File: config.mk
export PLATFORM = sky130hd
export DESIGN_NAME = lsu
export DESIGN_NICKNAME = d
export VERILOG_FILES = /design/src/rtl/lsu_pkg.sv /design/src/rtl/lsu_align.sv /design/src/rtl/lsu.sv
export SDC_FILE = /design/constraint.sdc
export NUM_CORES = 1
export LEC_CHECK = 0
export CAP_MARGIN = 15
export CORE_ASPECT_RATIO = 2
export CORE_MARGIN = 2
export CORE_UTILIZATION = 45
export CTS_CLUSTER_DIAMETER = 60
export CTS_CLUSTER_SIZE = 30
export DETAILED_ROUTE_END_ITERATION = 12
export GPL_TIMING_DRIVEN = 0
export PLACE_DENSITY = 0.86
export SLEW_MARGIN = 20
export SYNTH_ARGS = -nofsm -noshare
export SYNTH_HDL_FRONTEND = slang
export SYNTH_SLANG_ARGS = --single-unit
File: constraint.sdc
create_clock -name clk -period 4.35 [get_ports clk]
set_input_delay 0.6525 -clock clk [delete_from_list [all_inputs] [get_ports clk]]
set_output_delay 0.6525 -clock clk [all_outputs]
set_load 0.005 [all_outputs]
File: src/rtl/lsu_pkg.sv
// Shared encodings, FSM state type and alignment check for the load/store unit.
package lsu_pkg;

   localparam logic [1:0] SZ_BYTE = 2'b00;
   localparam logic [1:0] SZ_HALF = 2'b01;
   localparam logic [1:0] SZ_WORD = 2'b10;

   typedef enum logic [1:0] {StIdle, StIssue, StWait, StDone} state_e;

   // Size 2'b11 is illegal and folds into the same error path as misalignment.
   function automatic logic misaligned(input logic [1:0] size, input logic [1:0] off);
      case (size)
         SZ_BYTE: misaligned = 1'b0;
         SZ_HALF: misaligned = off[0];
         SZ_WORD: misaligned = |off;
         default: misaligned = 1'b1;
      endcase
   endfunction

endpackage

File: src/rtl/lsu_align.sv
// Byte-lane steering: store mask and replicated write data, load shift and extension.
module lsu_align
   import lsu_pkg::*;
(
   input  logic [1:0]  size,
   input  logic [1:0]  offset,
   input  logic        uns,
   input  logic [31:0] wdata,
   input  logic [31:0] rdata,
   output logic [3:0]  wmask,
   output logic [31:0] wdata_rep,
   output logic [31:0] rdata_ext
);

   logic [31:0] shifted;

   always_comb begin
      shifted   = rdata >> {offset, 3'b000};
      wmask     = 4'b1111;
      wdata_rep = wdata;
      rdata_ext = shifted;
      case (size)
         SZ_BYTE: begin
            wmask     = 4'b0001 << offset;
            wdata_rep = {4{wdata[7:0]}};
            rdata_ext = {{24{shifted[7] & ~uns}}, shifted[7:0]};
         end
         SZ_HALF: begin
            wmask     = 4'b0011 << {offset[1], 1'b0};
            wdata_rep = {2{wdata[15:0]}};
            rdata_ext = {{16{shifted[15] & ~uns}}, shifted[15:0]};
         end
         default: ;
      endcase
   end

endmodule

File: src/rtl/lsu.sv
// Load/store unit driving the strobe/busy memory bus; all outputs registered.
// Optional WAIT timeout enabled by defining LSU_TIMEOUT_EN.
module lsu
   import lsu_pkg::*;
#(
   parameter int unsigned TIMEOUT_CYCLES = 64
) (
   input  logic        clk,
   input  logic        rst,
   input  logic        req_valid,
   output logic        req_ready,
   input  logic        req_we,
   input  logic [1:0]  req_size,
   input  logic        req_unsigned,
   input  logic [31:0] req_addr,
   input  logic [31:0] req_wdata,
   output logic        rsp_valid,
   output logic        rsp_err,
   output logic [31:0] rsp_rdata,
   output logic [31:0] mem_addr,
   output logic [3:0]  mem_wmask,
   output logic        mem_rstrb,
   output logic        mem_wstrb,
   input  logic [31:0] mem_rdata,
   output logic [31:0] mem_wdata,
   input  logic        mem_rbusy,
   input  logic        mem_wbusy
);

   state_e      state_q, state_d;
   logic        we_q, we_d, uns_q, uns_d;
   logic [1:0]  size_q, size_d, off_q, off_d;
   logic        ready_q, ready_d, rsp_valid_q, rsp_valid_d, rsp_err_q, rsp_err_d;
   logic [31:0] rsp_rdata_q, rsp_rdata_d, addr_q, addr_d, wdata_q, wdata_d;
   logic [3:0]  wmask_q, wmask_d;
   logic        rstrb_q, rstrb_d, wstrb_q, wstrb_d;

   logic        al_req;
   logic [3:0]  al_wmask;
   logic [31:0] al_wdata, al_rdata;

`ifdef LSU_TIMEOUT_EN
   localparam int unsigned CntW = $clog2(TIMEOUT_CYCLES + 1);
   logic [CntW-1:0] cnt_q, cnt_d;
`else
   logic unused_cfg;
   assign unused_cfg = ^TIMEOUT_CYCLES;
`endif

   // One aligner: fed from the request in IDLE, from the latched fields afterwards.
   assign al_req = (state_q == StIdle);

   lsu_align u_align (
      .size      (al_req ? req_size : size_q),
      .offset    (al_req ? req_addr[1:0] : off_q),
      .uns       (al_req ? req_unsigned : uns_q),
      .wdata     (req_wdata),
      .rdata     (mem_rdata),
      .wmask     (al_wmask),
      .wdata_rep (al_wdata),
      .rdata_ext (al_rdata)
   );

   always_comb begin
      state_d     = state_q;
      we_d        = we_q;
      size_d      = size_q;
      uns_d       = uns_q;
      off_d       = off_q;
      addr_d      = addr_q;
      wmask_d     = wmask_q;
      wdata_d     = wdata_q;
      rstrb_d     = 1'b0;
      wstrb_d     = 1'b0;
      rsp_valid_d = 1'b0;
      rsp_err_d   = 1'b0;
      rsp_rdata_d = '0;
`ifdef LSU_TIMEOUT_EN
      cnt_d       = cnt_q;
`endif
      case (state_q)
         StIdle: begin
            if (req_valid && ready_q) begin
               if (misaligned(req_size, req_addr[1:0])) begin
                  state_d     = StDone;
                  rsp_valid_d = 1'b1;
                  rsp_err_d   = 1'b1;
               end else begin
                  state_d = StIssue;
                  we_d    = req_we;
                  size_d  = req_size;
                  uns_d   = req_unsigned;
                  off_d   = req_addr[1:0];
                  addr_d  = {req_addr[31:2], 2'b00};
                  wmask_d = req_we ? al_wmask : 4'b0000;
                  wdata_d = al_wdata;
                  rstrb_d = ~req_we;
                  wstrb_d = req_we;
               end
            end
         end
         StIssue: begin
            state_d = StWait;
`ifdef LSU_TIMEOUT_EN
            cnt_d   = '0;
`endif
         end
         StWait: begin
            if (we_q ? !mem_wbusy : !mem_rbusy) begin
               state_d     = StDone;
               rsp_valid_d = 1'b1;
               rsp_rdata_d = we_q ? 32'd0 : al_rdata;
            end
`ifdef LSU_TIMEOUT_EN
            else if (cnt_q == CntW'(TIMEOUT_CYCLES - 1)) begin
               state_d     = StDone;
               rsp_valid_d = 1'b1;
               rsp_err_d   = 1'b1;
            end else begin
               cnt_d = cnt_q + 1'b1;
            end
`endif
         end
         StDone:  state_d = StIdle;
         default: state_d = StIdle;
      endcase
   end

   assign ready_d = (state_d == StIdle);

   always_ff @(posedge clk) begin
      if (rst) begin
         state_q     <= StIdle;
         we_q        <= 1'b0;
         size_q      <= SZ_BYTE;
         uns_q       <= 1'b0;
         off_q       <= 2'b00;
         ready_q     <= 1'b1;
         rsp_valid_q <= 1'b0;
         rsp_err_q   <= 1'b0;
         rsp_rdata_q <= '0;
         addr_q      <= '0;
         wmask_q     <= '0;
         wdata_q     <= '0;
         rstrb_q     <= 1'b0;
         wstrb_q     <= 1'b0;
      end else begin
         state_q     <= state_d;
         we_q        <= we_d;
         size_q      <= size_d;
         uns_q       <= uns_d;
         off_q       <= off_d;
         ready_q     <= ready_d;
         rsp_valid_q <= rsp_valid_d;
         rsp_err_q   <= rsp_err_d;
         rsp_rdata_q <= rsp_rdata_d;
         addr_q      <= addr_d;
         wmask_q     <= wmask_d;
         wdata_q     <= wdata_d;
         rstrb_q     <= rstrb_d;
         wstrb_q     <= wstrb_d;
      end
   end

`ifdef LSU_TIMEOUT_EN
   always_ff @(posedge clk) begin
      if (rst) cnt_q <= '0;
      else     cnt_q <= cnt_d;
   end
`endif

   assign req_ready = ready_q;
   assign rsp_valid = rsp_valid_q;
   assign rsp_err   = rsp_err_q;
   assign rsp_rdata = rsp_rdata_q;
   assign mem_addr  = addr_q;
   assign mem_wmask = wmask_q;
   assign mem_wdata = wdata_q;
   assign mem_rstrb = rstrb_q;
   assign mem_wstrb = wstrb_q;

endmodule

==> metrics.txt, run 1 <==
CTS max path bufs 2; Psw 1.27 mW; Max Fclk 421 MHz; post-route clock period utilization 0.546; CP max FO 10; IO Count 210; sequential share of power 0.344; min Tclk post-route 2.37 ns; ant diodes 0; P_leak 2.68 nW; Fin Clk Skew 0.00672 ns; share of layout cells above drive strength 1 0.0904; drt wl/cell 17.7 µm; Worst setup EP type flip-flop; CTS tree built; run status finished clean; DIE AREA 0.0114 mm²; initial antenna violation count 0; combinational share of power 0.435; R2R cell count 9; Post-CTS Resized 0; clk_lat worst skew 0.34 ns; Via Count 5012; Post-synth EDFFs 0; Max Cap Viol 0; Sw Share 0.358; final wirelength 16300 µm; overall routing resource usage 0.284; Total Neg Setup Slack 0 ns; Synth Flop Type dfxtp_1; Num CTS Buffers 9; post-synth top area share 0.471; Rows 52; post-CTS setup buffer count 0; netlist area before placement 0.00472 mm²; Clk network pwr share 0.221; Arr. time, crit path 2.64 ns; DRT iter0 DRCs 229; Nets 887; total congestion overflow 0; Placed Instances 904; P_int 2.28 mW; depth of the worst hold-timing path 2; global-route wire length before repair 25300 µm; Hold Buf Count CTS 0; H-tree levels 3; die width 76.4 µm; Worst Setup Start Kind input pin; core area 0.0101 mm²; clk slew on worst S/H paths 0.07 ns; CTS Root Cell clkbuf_16; RePlAce Congestion 0.904; Sink Count 111; die height 149 µm; PwrDens 491 mW/mm²; worst setup margin 1.98 ns; pin count of the biggest net entering global routing 18; wire length on met3 1120 µm; sequential cell area fraction in the yosys report 0.471; Final Setup Violations 0; post-DR vias/cell 5.45; yosys warns 0; post-synthesis instance total 563; Synth area leader dfxtp_1; max-slew violation count 0; final hold viol count 0; CP peak stage delay 0.58 ns; slowest CP cell clkdlybuf4s50_1; Tightest Pin Transition 0.543 ns; Tot Pwr 3.55 mW; Post-Layout Cell Count 920; drt pass-1 iters 4; synth top area cells dfxtp_1, nand2_1, a21oi_1; DRC Markers 0; Detail Route Antenna Nets 0; Starting Density 0.465; number of port buffers 205; final core occ 0.713; data required time at the worst endpoint 4.62 ns; #FFs+latches synth 111; Critical Path, Cell by Cell clkdlybuf4s50_1, nor3b_1, nor2_2, and3_1, clkbuf_1, a22oi_1, a21oi_1; vias in the first global route 5120; routed wl met2 8820 µm; Top Layer Used met4; Detailed Place HPWL 13100 µm; FILL cells 814; Min-Delay Path Class reg2reg; Yosys cell types 49; RSZ-0062 raised after global routing no; Max-slew headroom 0.638; kind of critical path in2reg; Avg Inst Size Synth 8.39 µm²; met1 WL 5120 µm; Peak VDD IR 0.294 mV; Async SR Flop Fraction 0; dpl ws 1.65 ns; Synth-to-Final Area Change 53.2%
==> layer usage <==
| metal | global-route usage | up-vias |
|---|---|---|
| met3 | 0.0702 | 77 |
| li1 | - | 2366 |
| met4 | 0.216 | 0 |
| met1 | 0.250 | 2313 |
| met5 | 0 | - |
| met2 | 0.538 | 256 |
==> layout by cell type, fill, tap and decap left out, types with 5 or more instances in the layout <==
| cell | n |
|---|---|
| clkbuf_16 | 9 |
| or2_2 | 5 |
| clkbuf_1 | 16 |
| dfxtp_1 | 111 |
| mux2i_1 | 11 |
| nand2_1 | 168 |
| a21oi_1 | 64 |
| a211oi_1 | 9 |
| a221oi_1 | 8 |
| mux2_2 | 9 |
| clkdlybuf4s50_1 | 205 |
| a22oi_1 | 7 |
| a311oi_1 | 16 |
| buf_4 | 10 |
| nor2b_1 | 7 |
| nor3b_1 | 5 |
| o221ai_1 | 6 |
| nor2_1 | 28 |
| nand3_1 | 15 |
| buf_2 | 15 |
==> worst max-delay path: cells and delay by family <==
| family | cells | cell delay [ns] |
|---|---|---|
| buffers and inverters | 2 | 0.88 |
| AND/OR/NAND/NOR | 3 | 0.78 |
| AO/OA/AOI/OAI | 2 | 0.32 |
==> registers in the layout, summed over array words and instances, names as in the netlist <==
register,count
size_q,2
rsp_rdata,32
we_q,1
rsp_err,1
req_ready,1
mem_wstrb,1
off_q,2
state_q,2
mem_addr,30
uns_q,1
mem_wdata,32
mem_rstrb,1
mem_wmask,4
rsp_valid,1
==> power by group through the flow <==
| stage | combinational (mW) | clock (mW) | sequential [mW] |
|---|---|---|---|
| 2_1_floorplan | 0.924 | 0 | 1.24 |
| 3_3_place_gp | 1.49 | 0 | 1.23 |
| 3_5_place_dp | 1.53 | 0 | 1.24 |
| 4_1_cts | 1.54 | 0.799 | 1.22 |
| 5_1_grt | 1.67 | 0.847 | 1.23 |
| 6_report | 1.54 | 0.784 | 1.22 |
==> through the flow <==
stage / instance area (µm²) / hold slack (ns)
floorplan: 4720 / 0.436
global placement: 6950 / 0.442
detailed placement: 6950 / 0.445
CTS: 7230 / 0.455
global route: 7230 / 0.479
finish: 7230 / 0.453
==> synth_stat cells, types with 5 or more instances <==
master    number
mux2_2         9
buf_2         15
buf_4         10
a211oi_1       9
o221ai_1       6
nor2_1        28
dfxtp_1      111
mux2i_1       11
nor3b_1        5
a221oi_1       8
nor2b_1        7
a21oi_1       64
clkbuf_1      15
a22oi_1        7
nand2_1      168
a311oi_1      16
nand3_1       15
or2_2          5
==> logic make-up (layout without fill, tap and decap cells) <==
family / count (synthesis) / in the layout / share of synthesized area
buffers and inverters: 48 / 269 / 0.0565
AO/OA/AOI/OAI: 128 / 128 / 0.181
AND/OR/NAND/NOR: 251 / 251 / 0.231
adder cells (fa/ha/maj): 2 / 2 / 0.00530
flip-flops: 111 / 111 / 0.471
multiplexers: 22 / 22 / 0.0543
other: 1 / 2 / 0.000794
==> path summary, 6_finish.rpt <==
kind         slack [ns]        start            end
max                1.98  req_size[0]   rsp_rdata[9]
min                0.45  mem_addr[7]    mem_addr[7]
min reg2reg        0.45  mem_addr[7]    mem_addr[7]
max reg2reg        2.00   state_q[0]  rsp_rdata[26]
==> area by class of cell <==
class / count / area (µm²) / share of cell area
Multi-Input combinational cell: 405 / 2240 / 0.309
Sequential cell: 111 / 2220 / 0.307
Timing Repair Buffer: 205 / 2050 / 0.284
Clock buffer: 12 / 256 / 0.0355
Buffer: 44 / 251 / 0.0348
Tap cell: 135 / 169 / 0.0234
Clock inverter: 4 / 30.0 / 0.00415
Inverter: 4 / 15.0 / 0.00208
Note: power is estimated with default switching activity, not from simulation.
==> run 2: changes to the inputs <==
CORE_UTILIZATION = 42   (was 45)
PLACE_DENSITY = 0.81   (was 0.86)
clock period = 2.2 ns   (was 4.35 ns; I/O delays follow)
==> run 2 against run 1 <==
Against the previous run:
- sequential power rose by 98%
- critical path type is now reg2reg
- clock power rose by 94%
- global-route usage fell by 1.9 points
- via count fell by 0.64%
- critical endpoint is now rsp_rdata[5]
- largest power group unchanged
- clock skew fell by 0.0013 ns
==> metrics.txt, run 2 (synthesis results as in run 1) <==
IO Count 210 (unchanged); max-slew violation count 0 (unchanged); slowest CP cell dfxtp_1 (was clkdlybuf4s50_1); WHS Endpoint size_q[1] (was mem_addr[7]); R2R setup slack 0.14 ns (was 2.00 ns); P_leak 2.71 nW (was 2.68 nW); worst setup margin 0.139 ns (was 1.98 ns); DIE AREA 0.0122 mm² (was 0.0114 mm²); commonest non-fill, non-tap cell in the layout clkdlybuf4s50_1 (unchanged); Sink Count 111 (unchanged); sequential share of power 0.342 (was 0.344); CP max FO 10 (unchanged); clk slew on worst S/H paths 0.07 ns (about the same); depth of the worst hold-timing path 3 (was 2); Num CTS Buffers 9 (unchanged); Max Fclk 485 MHz; Hold Slack 0.309 ns (was 0.453 ns); RSZ-0062 raised after global routing no (unchanged); Via Count 4980 (was 5012); Hold Startpoint req_size[1] (was mem_addr[7]); final hold viol count 0 (unchanged); CTS max path bufs 2 (unchanged); RR Endpoint rsp_rdata[5] (was rsp_rdata[26]); P_int 4.54 mW (was 2.28 mW); Peak VDD IR 0.636 mV (was 0.294 mV); Post-Layout Cell Count 929 (was 920); final wirelength 16300 µm (about the same); Fin Clk Skew 0.00546 ns (was 0.00672 ns); core area 0.0109 mm² (was 0.0101 mm²); R2R cell count 9 (unchanged); Detailed Place HPWL 13000 µm (was 13100 µm); Arr. time, crit path 2.27 ns (was 2.64 ns); post-route clock period utilization 0.937; min Tclk post-route 2.06 ns; Clk network pwr share 0.215 (was 0.221); Most Frequent Cell on Critical Path buf_4; Starting Density 0.431 (was 0.465); worst r2r src state_q[0] (unchanged); dpl ws -0.192 ns (was 1.65 ns); pin count of the biggest net entering global routing 18 (unchanged); Worst setup EP type flip-flop (unchanged); die height 154 µm (was 149 µm); Sw Share 0.357 (was 0.358); die width 79.0 µm (was 76.4 µm); H-tree levels 3 (unchanged); CTS Root Cell clkbuf_16 (unchanged); Final Setup Violations 0 (unchanged); Top delay family on crit path buffers and inverters (unchanged); Worst Setup Start Kind flip-flop (was input pin); Min-Delay Path Class in2reg (was reg2reg); Psw 2.53 mW (was 1.27 mW); Hold Buf Count CTS 0 (unchanged); Tot Pwr 7.07 mW (was 3.55 mW); Critical Path, Cell by Cell inv_1, ha_1, buf_6, mux2_2, buf_4, buf_4, mux2i_1, or2_1, a21oi_1 (was clkdlybuf4s50_1, nor3b_1, nor2_2, and3_1, clkbuf_1, a22oi_1, a21oi_1); post-DR vias/cell 5.36 (was 5.45); DRC Markers 0 (unchanged); DRT iter0 DRCs 194 (was 229); Synth-to-Final Area Change 55.0% (was 53.2%); Max Cap Viol 0 (unchanged); drt pass-1 iters 4 (unchanged); Rows 54 (was 52); most frequent cells in the layout clkdlybuf4s50_1, nand2_1, dfxtp_1, a21oi_1, nor2_1 (unchanged); combinational share of power 0.443 (was 0.435); total congestion overflow 0 (unchanged); Tightest Pin Transition 0.570 ns (was 0.543 ns); initial antenna violation count 1 (was 0); overall routing resource usage 0.265 (was 0.284); area of the multi-input gates 0.00228 mm² (was 0.00224 mm²); Detail Route Antenna Nets 0 (unchanged); PwrDens 966 mW/mm² (was 491 mW/mm²); WP buf/inv 4 (was 2); CP peak stage delay 0.35 ns (was 0.58 ns); drt wl/cell 17.5 µm (was 17.7 µm); Max-slew headroom 0.620 (was 0.638); FILL cells 939 (was 814); global-route wire length before repair 25100 µm (was 25300 µm); vias in the first global route 5168 (was 5120); RePlAce Congestion 0.897 (was 0.904); Finished Cell Area 0.00732 mm² (was 0.00723 mm²); Total Neg Setup Slack 0 ns (unchanged); CTS tree built (unchanged); kind of critical path reg2reg (was in2reg); data required time at the worst endpoint 2.41 ns (was 4.62 ns); DP Area 0.00695 mm² (about the same); clk_lat worst skew 0.34 ns (about the same); number of port buffers 205 (unchanged); run status finished clean (unchanged); final core occ 0.669 (was 0.713); Sequential Area 0.00222 mm² (unchanged); Placed Instances 909 (was 904); Nets 890 (was 887); share of layout cells above drive strength 1 0.103 (was 0.0904)
==> run 2: per-layer routing <==
metal	part of all wire	up-vias	GRT usage	wire, µm
met2	0.55	249	0.492	8890
met5	0	-	0	0
met4	0.071	0	0.192	1150
met3	0.063	74	0.0640	1020
li1	-	2380	-	-
met1	0.32	2277	0.238	5230
==> run 2: power groups by stage <==
stage / Combinational (mW) / Clock (mW) / Sequential (mW)
2_1_floorplan: 1.83 / 0 / 2.46
3_3_place_gp: 2.93 / 0 / 2.45
3_5_place_dp: 3.01 / 0 / 2.46
4_1_cts: 3.06 / 1.56 / 2.41
5_1_grt: 3.39 / 1.64 / 2.44
6_report: 3.13 / 1.52 / 2.42
==> run 2: worst max-delay path by stage <==
stage,start,end,slack (ns),cells past startpoint
2_1_floorplan,state_q[0],rsp_rdata[14],0.26,8
3_3_place_gp,req_size[0],rsp_rdata[10],-0.13,7
5_1_grt,state_q[0],rsp_rdata[5],0.009,9
6_report,state_q[0],rsp_rdata[5],0.14,9
3_5_place_dp,req_addr[1],rsp_rdata[14],-0.19,6
4_1_cts,state_q[0],rsp_rdata[23],0.02,9
==> run 2: area by class of cell <==
class	instances	area share
timing repair buffer	210	0.287
buffer	42	0.0335
sequential	111	0.304
antenna	1	0.000342
clock buffer	12	0.0337
tap	140	0.0239
multi-input combinational	405	0.312
clock inverter	4	0.00410
inverter	4	0.00205
==> run 2: what timing repair did <==
action	in CTS	in global routing
pin swaps	1	1
resized for setup	5	5
setup buffers	1	4
endpoints found under the setup margin	17	37
==> run 2: worst reg2reg max path, delay by kind of cell (launching register included) <==
kind	cells	cell delay [ns]
flops	1	0.35
simple gates	1	0.15
fa+ha+maj	1	0.21
buf+inv	4	0.61
compound gates	1	0.06
mux	2	0.53
